==> src/rtl/game_pkg.sv <==
// Shared types and constants for the Tom & Jerry round sequencer, movers and HUD.
package game_pkg;

   typedef enum logic [2:0] {
      IDLE      = 3'd0,
      COUNTDOWN = 3'd1,
      PLAY      = 3'd2,
      OVER      = 3'd3,
      MATCH_END = 3'd4
   } round_state_t;

   localparam logic [1:0] OVER_NONE  = 2'b00;
   localparam logic [1:0] OVER_TOM   = 2'b01;
   localparam logic [1:0] OVER_JERRY = 2'b10;

   localparam logic [3:0] SCORE_MAX  = 4'd9;

   function automatic logic [3:0] score_inc(input logic [3:0] score);
      return (score >= SCORE_MAX) ? SCORE_MAX : score + 4'd1;
   endfunction

endpackage

==> src/rtl/game_round_ctrl_if.sv <==
// Control/status bundle between the round sequencer and the game top.
interface game_round_ctrl_if;
   logic       start;
   logic       restart;
   logic       catch_evt;
   logic       move_reset;
   logic [1:0] over;
   logic       round_active;
   logic       match_over;
   logic [1:0] count_left;
   logic [6:0] time_left;
   logic [3:0] tom_score;
   logic [3:0] jerry_score;

   modport master (
      output start, restart, catch_evt,
      input  move_reset, over, round_active, match_over,
      input  count_left, time_left, tom_score, jerry_score
   );

   modport slave (
      input  start, restart, catch_evt,
      output move_reset, over, round_active, match_over,
      output count_left, time_left, tom_score, jerry_score
   );
endinterface

==> src/rtl/game_round_ctrl_sec_prescaler.sv <==
// One-second tick generator; clr restarts the second so the first tick
// lands exactly CLK_HZ cycles after it is released.
module sec_prescaler #(
   parameter int CLK_HZ = 65_000_000
) (
   input  logic clk,
   input  logic rst,
   input  logic clr,
   output logic tick
);
   localparam int CW = (CLK_HZ > 1) ? $clog2(CLK_HZ) : 1;

   logic [CW-1:0] r_cnt;
   logic          w_wrap;

   assign w_wrap = (r_cnt == CW'(CLK_HZ - 1));
   assign tick   = w_wrap;

   // Free-running cycle counter, wrapping once per second.
   always_ff @(posedge clk or posedge rst) begin
      if (rst) begin
         r_cnt <= '0;
      end else if (clr || w_wrap) begin
         r_cnt <= '0;
      end else begin
         r_cnt <= r_cnt + CW'(1);
      end
   end
endmodule

==> src/rtl/game_round_ctrl.sv <==
// Round/match sequencer: title -> countdown -> play -> round-over -> match end,
// with round timer and per-player scores, all outputs registered.
module game_round_ctrl
   import game_pkg::*;
#(
   parameter int CLK_HZ        = 65_000_000,
   parameter int COUNTDOWN_SEC = 3,
   parameter int ROUND_SEC     = 60,
   parameter int HOLD_SEC      = 2,
   parameter int WIN_ROUNDS    = 3
) (
   input  logic               clk,
   input  logic               rst,
   game_round_ctrl_if.slave   bus
);
   localparam int         HW      = $clog2(HOLD_SEC + 1);
   localparam logic [1:0] CD_LOAD = 2'(COUNTDOWN_SEC);
   localparam logic [6:0] RS_LOAD = 7'(ROUND_SEC);
   localparam logic [3:0] WIN_L   = 4'(WIN_ROUNDS);

   round_state_t r_state, w_state_next;
   logic          r_start_d, w_start_rise, w_tick, w_clr;
   logic [1:0]    r_count, w_count_next, r_over, w_over_next;
   logic [6:0]    r_time, w_time_next;
   logic [3:0]    r_tom, w_tom_next, r_jerry, w_jerry_next;
   logic [HW-1:0] r_hold, w_hold_next;
   logic          r_move_reset, r_round_active, r_match_over;

   assign w_start_rise = bus.start & ~r_start_d;
   assign w_clr        = (w_state_next != r_state);

   sec_prescaler #(.CLK_HZ(CLK_HZ)) u_prescaler (
      .clk  (clk),
      .rst  (rst),
      .clr  (w_clr),
      .tick (w_tick)
   );

   // Next-state, timer and score decisions; restart overrides everything.
   always_comb begin
      w_state_next = r_state;
      w_count_next = r_count;
      w_time_next  = r_time;
      w_tom_next   = r_tom;
      w_jerry_next = r_jerry;
      w_over_next  = r_over;
      w_hold_next  = r_hold;
      if (bus.restart) begin
         w_state_next = IDLE;
         w_count_next = CD_LOAD;
         w_time_next  = RS_LOAD;
         w_tom_next   = 4'd0;
         w_jerry_next = 4'd0;
         w_over_next  = OVER_NONE;
         w_hold_next  = '0;
      end else begin
         case (r_state)
            IDLE: begin
               w_over_next = OVER_NONE;
               if (w_start_rise) begin
                  w_state_next = COUNTDOWN;
                  w_count_next = CD_LOAD;
               end else begin
                  w_state_next = IDLE;
               end
            end
            COUNTDOWN: begin
               w_over_next = OVER_NONE;
               if (w_tick && (r_count == 2'd1)) begin
                  w_state_next = PLAY;
                  w_count_next = 2'd0;
                  w_time_next  = RS_LOAD;
               end else if (w_tick) begin
                  w_count_next = r_count - 2'd1;
               end else begin
                  w_count_next = r_count;
               end
            end
            PLAY: begin
               w_time_next = w_tick ? (r_time - 7'd1) : r_time;
               // A catch on the final tick still counts as Tom's round.
               if (bus.catch_evt) begin
                  w_state_next = OVER;
                  w_over_next  = OVER_TOM;
                  w_tom_next   = score_inc(r_tom);
                  w_hold_next  = '0;
               end else if (w_tick && (r_time == 7'd1)) begin
                  w_state_next = OVER;
                  w_over_next  = OVER_JERRY;
                  w_jerry_next = score_inc(r_jerry);
                  w_hold_next  = '0;
               end else begin
                  w_state_next = PLAY;
               end
            end
            OVER: begin
               if (w_tick && (r_hold == HW'(HOLD_SEC - 1))) begin
                  if ((r_tom == WIN_L) || (r_jerry == WIN_L)) begin
                     w_state_next = MATCH_END;
                  end else begin
                     w_state_next = COUNTDOWN;
                     w_count_next = CD_LOAD;
                     w_over_next  = OVER_NONE;
                  end
               end else if (w_tick) begin
                  w_hold_next = r_hold + HW'(1);
               end else begin
                  w_hold_next = r_hold;
               end
            end
            MATCH_END: begin
               if (w_start_rise) begin
                  w_state_next = COUNTDOWN;
                  w_count_next = CD_LOAD;
                  w_tom_next   = 4'd0;
                  w_jerry_next = 4'd0;
                  w_over_next  = OVER_NONE;
               end else begin
                  w_state_next = MATCH_END;
               end
            end
            default: begin
               w_state_next = IDLE;
               w_count_next = CD_LOAD;
               w_time_next  = RS_LOAD;
               w_tom_next   = 4'd0;
               w_jerry_next = 4'd0;
               w_over_next  = OVER_NONE;
               w_hold_next  = '0;
            end
         endcase
      end
   end

   // State, counters, scores and registered status outputs.
   always_ff @(posedge clk or posedge rst) begin
      if (rst) begin
         r_state        <= IDLE;
         r_start_d      <= 1'b0;
         r_count        <= CD_LOAD;
         r_time         <= RS_LOAD;
         r_tom          <= 4'd0;
         r_jerry        <= 4'd0;
         r_over         <= OVER_NONE;
         r_hold         <= '0;
         r_move_reset   <= 1'b1;
         r_round_active <= 1'b0;
         r_match_over   <= 1'b0;
      end else begin
         r_state        <= w_state_next;
         r_start_d      <= bus.start;
         r_count        <= w_count_next;
         r_time         <= w_time_next;
         r_tom          <= w_tom_next;
         r_jerry        <= w_jerry_next;
         r_over         <= w_over_next;
         r_hold         <= w_hold_next;
         r_move_reset   <= (w_state_next == IDLE) || (w_state_next == COUNTDOWN);
         r_round_active <= (w_state_next == PLAY);
         r_match_over   <= (w_state_next == MATCH_END);
      end
   end

   assign bus.move_reset   = r_move_reset;
   assign bus.over         = r_over;
   assign bus.round_active = r_round_active;
   assign bus.match_over   = r_match_over;
   assign bus.count_left   = r_count;
   assign bus.time_left    = r_time;
   assign bus.tom_score    = r_tom;
   assign bus.jerry_score  = r_jerry;
endmodule

==> src/flat_wrapper.sv <==
// flat-port wrapper written by rule: the top's interface ports become plain ports
module game_round_ctrl_flat import game_pkg::*;
#(
   parameter int CLK_HZ        = 65_000_000,
   parameter int COUNTDOWN_SEC = 3,
   parameter int ROUND_SEC     = 60,
   parameter int HOLD_SEC      = 2,
   parameter int WIN_ROUNDS    = 3
)
  (clk, rst, bus_start, bus_restart, bus_catch_evt, bus_move_reset, bus_over, bus_round_active, bus_match_over, bus_count_left, bus_time_left, bus_tom_score, bus_jerry_score);
  game_round_ctrl_if bus_i ();
  input  logic clk;
  input  logic rst;
  input wire logic [$bits(bus_i.start)-1:0] bus_start;
  input wire logic [$bits(bus_i.restart)-1:0] bus_restart;
  input wire logic [$bits(bus_i.catch_evt)-1:0] bus_catch_evt;
  output wire logic [$bits(bus_i.move_reset)-1:0] bus_move_reset;
  output wire logic [$bits(bus_i.over)-1:0] bus_over;
  output wire logic [$bits(bus_i.round_active)-1:0] bus_round_active;
  output wire logic [$bits(bus_i.match_over)-1:0] bus_match_over;
  output wire logic [$bits(bus_i.count_left)-1:0] bus_count_left;
  output wire logic [$bits(bus_i.time_left)-1:0] bus_time_left;
  output wire logic [$bits(bus_i.tom_score)-1:0] bus_tom_score;
  output wire logic [$bits(bus_i.jerry_score)-1:0] bus_jerry_score;
  assign bus_i.start = bus_start;
  assign bus_i.restart = bus_restart;
  assign bus_i.catch_evt = bus_catch_evt;
  assign bus_move_reset = bus_i.move_reset;
  assign bus_over = bus_i.over;
  assign bus_round_active = bus_i.round_active;
  assign bus_match_over = bus_i.match_over;
  assign bus_count_left = bus_i.count_left;
  assign bus_time_left = bus_i.time_left;
  assign bus_tom_score = bus_i.tom_score;
  assign bus_jerry_score = bus_i.jerry_score;
  game_round_ctrl #(.CLK_HZ(CLK_HZ), .COUNTDOWN_SEC(COUNTDOWN_SEC), .ROUND_SEC(ROUND_SEC), .HOLD_SEC(HOLD_SEC), .WIN_ROUNDS(WIN_ROUNDS)) u_core (.clk(clk), .rst(rst), .bus(bus_i));
endmodule
==> config.mk <==
export PLATFORM = sky130hd
export DESIGN_NAME = game_round_ctrl_flat
export DESIGN_NICKNAME = d
export VERILOG_FILES = /design/src/rtl/game_pkg.sv /design/src/rtl/game_round_ctrl_if.sv /design/src/rtl/game_round_ctrl_sec_prescaler.sv /design/src/rtl/game_round_ctrl.sv /design/src/flat_wrapper.sv
export SDC_FILE = /design/constraint.sdc
export NUM_CORES = 1
export LEC_CHECK = 0
export CORE_MARGIN = 1
export CORE_UTILIZATION = 30
export DETAILED_ROUTE_END_ITERATION = 8
export GPL_ROUTABILITY_DRIVEN = 0
export HOLD_SLACK_MARGIN = 0.12
export PLACE_DENSITY_LB_ADDON = 0.05
export SYNTH_ARGS = -nofsm -noshare
export SYNTH_HDL_FRONTEND = slang
export SYNTH_SLANG_ARGS = --single-unit
==> constraint.sdc <==
create_clock -name clk -period 2.05 [get_ports clk]
set_input_delay 0.41 -clock clk [delete_from_list [all_inputs] [get_ports clk]]
set_output_delay 0.41 -clock clk [all_outputs]
set_load 0.02 [all_outputs]
==> results_dict.tcl <==
set metrics [dict create \
    drtIter0Drc 64 \
    crit_path_end_kind "flop" \
    grt_pass1_wl_um 14600 \
    arrival_ns 2.26 \
    synth_edf_count 0 \
    vias 2846 \
    cts_sinks 54 \
    crit_fanout 3 \
    syn_nets 364 \
    synth_cell_types 61 \
    post-route-period-util 1.00 \
    synth_top_area_share 0.368 \
    synth_mux_area_frac 0.0102 \
    rr_startpoint "u_core.bus.time_left[2]$_DFFE_PP1P_" \
    max_slew_margin 0.667 \
    ir_drop_mv 0.250 \
    powerDensity_mw_per_mm2 504 \
    clkTransAtPathRegs_ns 0.10 \
    cp.required_ns 2.26 \
    violations "setup timing" \
    setup_viol 1 \
    detail-route-antenna-nets 0 \
    synth_top_family_by_area "simple AND/OR/NAND/NOR gates" \
    syn_area_mm2 0.00319 \
    async_flop_share 1.00 \
    cts_buffer_depth 2 \
    drv_slew 0 \
    port_buffers 26 \
    drc 0 \
    grt_pass1_vias 2933 \
    post-route-min-period_ns 2.05 \
    rows 37 \
    synthFlopType "dfrtp_1" \
    dp_hpwl_um 6460 \
    crit_type "flop to flop" \
    clock.fmax_mhz 488 \
    max_cap_violations 0 \
    place_inst 555 \
    synth-seq-area-share 0.426 \
    ys_top_cells_by_area "dfrtp_1, dfstp_2, nor2_1" \
    io_pins 27 \
    antenna_cells 0 \
    area.growth.synth_to_final_pct 33.5 \
    cts_tree "done" \
    reg2reg_slack_ns -0.0008 \
    wl_um 8660 \
    antenna_found_initial 0 \
    hold_ws_ns 0.404 \
    fin_ws_ns -0.000772 \
    r2r_cells 5 \
    ys_ff_latch 54 \
    synth_area_leader_cell "dfrtp_1" \
    final_util 0.413 \
    die_h_um 105 \
    final_nets 446 \
    h-tree-depth 2 \
    p_leak_nw 1.89 \
    synth-simple-area-share 0.293 \
    first_pass_iters 4 \
    num-fill-cells 1044 \
    run_status "finished with violations" \
    place_ws_ns -0.116 \
    dieWidth_um 105 \
    post-route-cell-area_mm2 0.00427 \
    skew_ns 0.00644 \
    drive_gt1_frac 0.241 \
    insertion_delay_ns 0.31 \
    viasPerCell 5.02 \
    cp-start-kind "flop" \
    synth_area_per_cell_um2 9.18 \
    hold_viol 0 \
    grt.total_usage 0.168 \
    placedInstanceArea_mm2 0.00405 \
    synth_compound_area_frac 0.123 \
    start_util 0.309 \
    clock-root-buffer "clkbuf_8" \
    coreArea_mm2 0.0103 \
    synth_fa_ha_area_frac 0.0431 \
    synth_xor_area_frac 0.0631 \
    worst_slew_pin_slew_ns 0.500 \
    cts_buffers 5 \
    reg2reg_to "u_core.r_hold[1]$_DFFE_PP0P_" \
    final_cells 567 \
    die_area_mm2 0.0111 \
    hp-class "input pin to asynchronous set/reset pin" \
    yosysWarnings 0 \
    rsz0062_at_grt "true" \
    synth_cells 348 \
    grt.overflow.total 0 \
    grt_max_degree 26 \
    avgRoutedWirePerCell_um 15.3 \
]
cell usage after synthesis, types with 3 or more instances:
cell type / n
nand4_1: 15
o21ai_1: 3
o31ai_1: 6
a31oi_1: 5
nor3_1: 5
xnor2_1: 12
nor2b_1: 4
nand3_1: 19
or4_1: 5
inv_1: 18
and4_1: 6
and3_1: 14
o21ai_0: 8
clkbuf_1: 13
a21oi_1: 10
or3_1: 3
nand2_1: 26
and2_1: 5
nor2_1: 38
dfstp_2: 7
dfrtp_1: 47
nor4_1: 4
buf_2: 4
or2_1: 4
ha_1: 11
a32o_1: 3
xor2_1: 11
sequential cells by signal, indices dropped and copies added, names as in the netlist:
register and flops:
u_core.bus.count_left 2, u_core.bus.time_left 7, u_core.r_hold 2, u_core.bus.jerry_score 4
u_core.bus.round_active 1, u_core.r_state 3, u_core.bus.over 2, u_core.bus.move_reset 1
u_core.bus.match_over 1, u_core.u_prescaler.r_cnt 26, u_core.r_start_d 1, u_core.bus.tom_score 4
cell families after synthesis:
group,count (synthesis)
AND/OR/NAND/NOR,166
AO/OA/AOI/OAI,56
flip-flops,54
buffers and inverters,35
XOR/XNOR,23
adder cells (fa/ha/maj),11
multiplexers,3
routing by layer:
layer  vias to the layer above  routed length, um  share of wire  GRT usage
met5                         -                  0              0          0
met4                         0                 72         0.0083     0.0433
met3                         5                184          0.021     0.0225
met2                        33               4300           0.50      0.290
met1                      1398               4100           0.47      0.219
li1                       1410                  -              -          -
through the flow:
stage	power, W	setup TNS [ns]
after global routing	0.00225	-0.243
after detailed placement	0.00143	-1.74
after CTS	0.00218	-0.0675
after global placement	0.00143	-1.17
after floorplan	0.00129	0
final	0.00215	-0.000772
layout by cell type, fill, tap and decap left out, types with 3 or more instances in the layout:
cell type	count
a21oi_1	10
a32o_1	3
and2_1	5
and3_1	14
and4_1	4
buf_4	63
clkbuf_8	5
clkdlybuf4s50_1	25
dfrtp_1	47
dfstp_2	7
ha_1	10
inv_1	17
nand2_1	26
nand3_1	18
nand4_1	15
nor2_1	38
nor2b_1	4
nor3_1	5
nor4_1	4
o21ai_0	8
o21ai_1	3
o31ai_1	6
or2_1	4
or3_1	3
or4_1	3
xnor2_1	12
xor2_1	11
worst max path at each step:
stage                                        start                        endpoint  slack [ns]  depth (start not counted)
6_report       u_core.bus.time_left[2]$_DFFE_PP1P_    u_core.r_hold[1]$_DFFE_PP0P_     -0.0008                          5
3_5_place_dp                           bus_restart  u_core.bus.over[1]$_DFFE_PP0P_       -0.12                          6
4_1_cts        u_core.bus.time_left[2]$_DFFE_PP1P_    u_core.r_hold[1]$_DFFE_PP0P_       -0.04                          5
5_1_grt        u_core.bus.time_left[2]$_DFFE_PP1P_    u_core.r_hold[1]$_DFFE_PP0P_       -0.08                          5
3_3_place_gp                           bus_restart  u_core.bus.over[1]$_DFFE_PP0P_       -0.09                          6
2_1_floorplan  u_core.bus.time_left[2]$_DFFE_PP1P_    u_core.r_hold[0]$_DFFE_PP0P_        0.01                          5
worst max-delay path: stages (launching register included):
cell and delay [ns]:
dfstp_2 0.39, or4_4 0.55, nor3b_4 0.28, nand4_1 0.19, a21o_1 0.23, mux2_1 0.31
timing repair:
| item | 4_1_cts | 5_1_grt |
|---|---|---|
| cloned | 0 | 0 |
| hold buffers | 0 | 0 |
| resized for setup | 4 | 15 |
| endpoints found under the setup margin | 8 | 15 |
| buffers inserted | 4 | 0 |
| pin swaps | 1 | 7 |
cell type report:
cell class                      instances  area, um^2  area share
Multi-Input combinational cell        259        1770       0.415
Inverter                               18        67.6      0.0158
Tap cell                              136         170      0.0399
Timing Repair Buffer                   92         787       0.185
Clock buffer                            5        68.8      0.0161
Sequential cell                        54        1360       0.319
Clock inverter                          3        40.0     0.00939
report_power, final:
group / internal (W) / switching, W
clock network: 0.000361 / 0.000378
logic: 0.000126 / 0.000153
registers: 0.00110 / 0.0000347
total: 0.00158 / 0.000565
No activity file was read; power rests on OpenSTA's default activity.
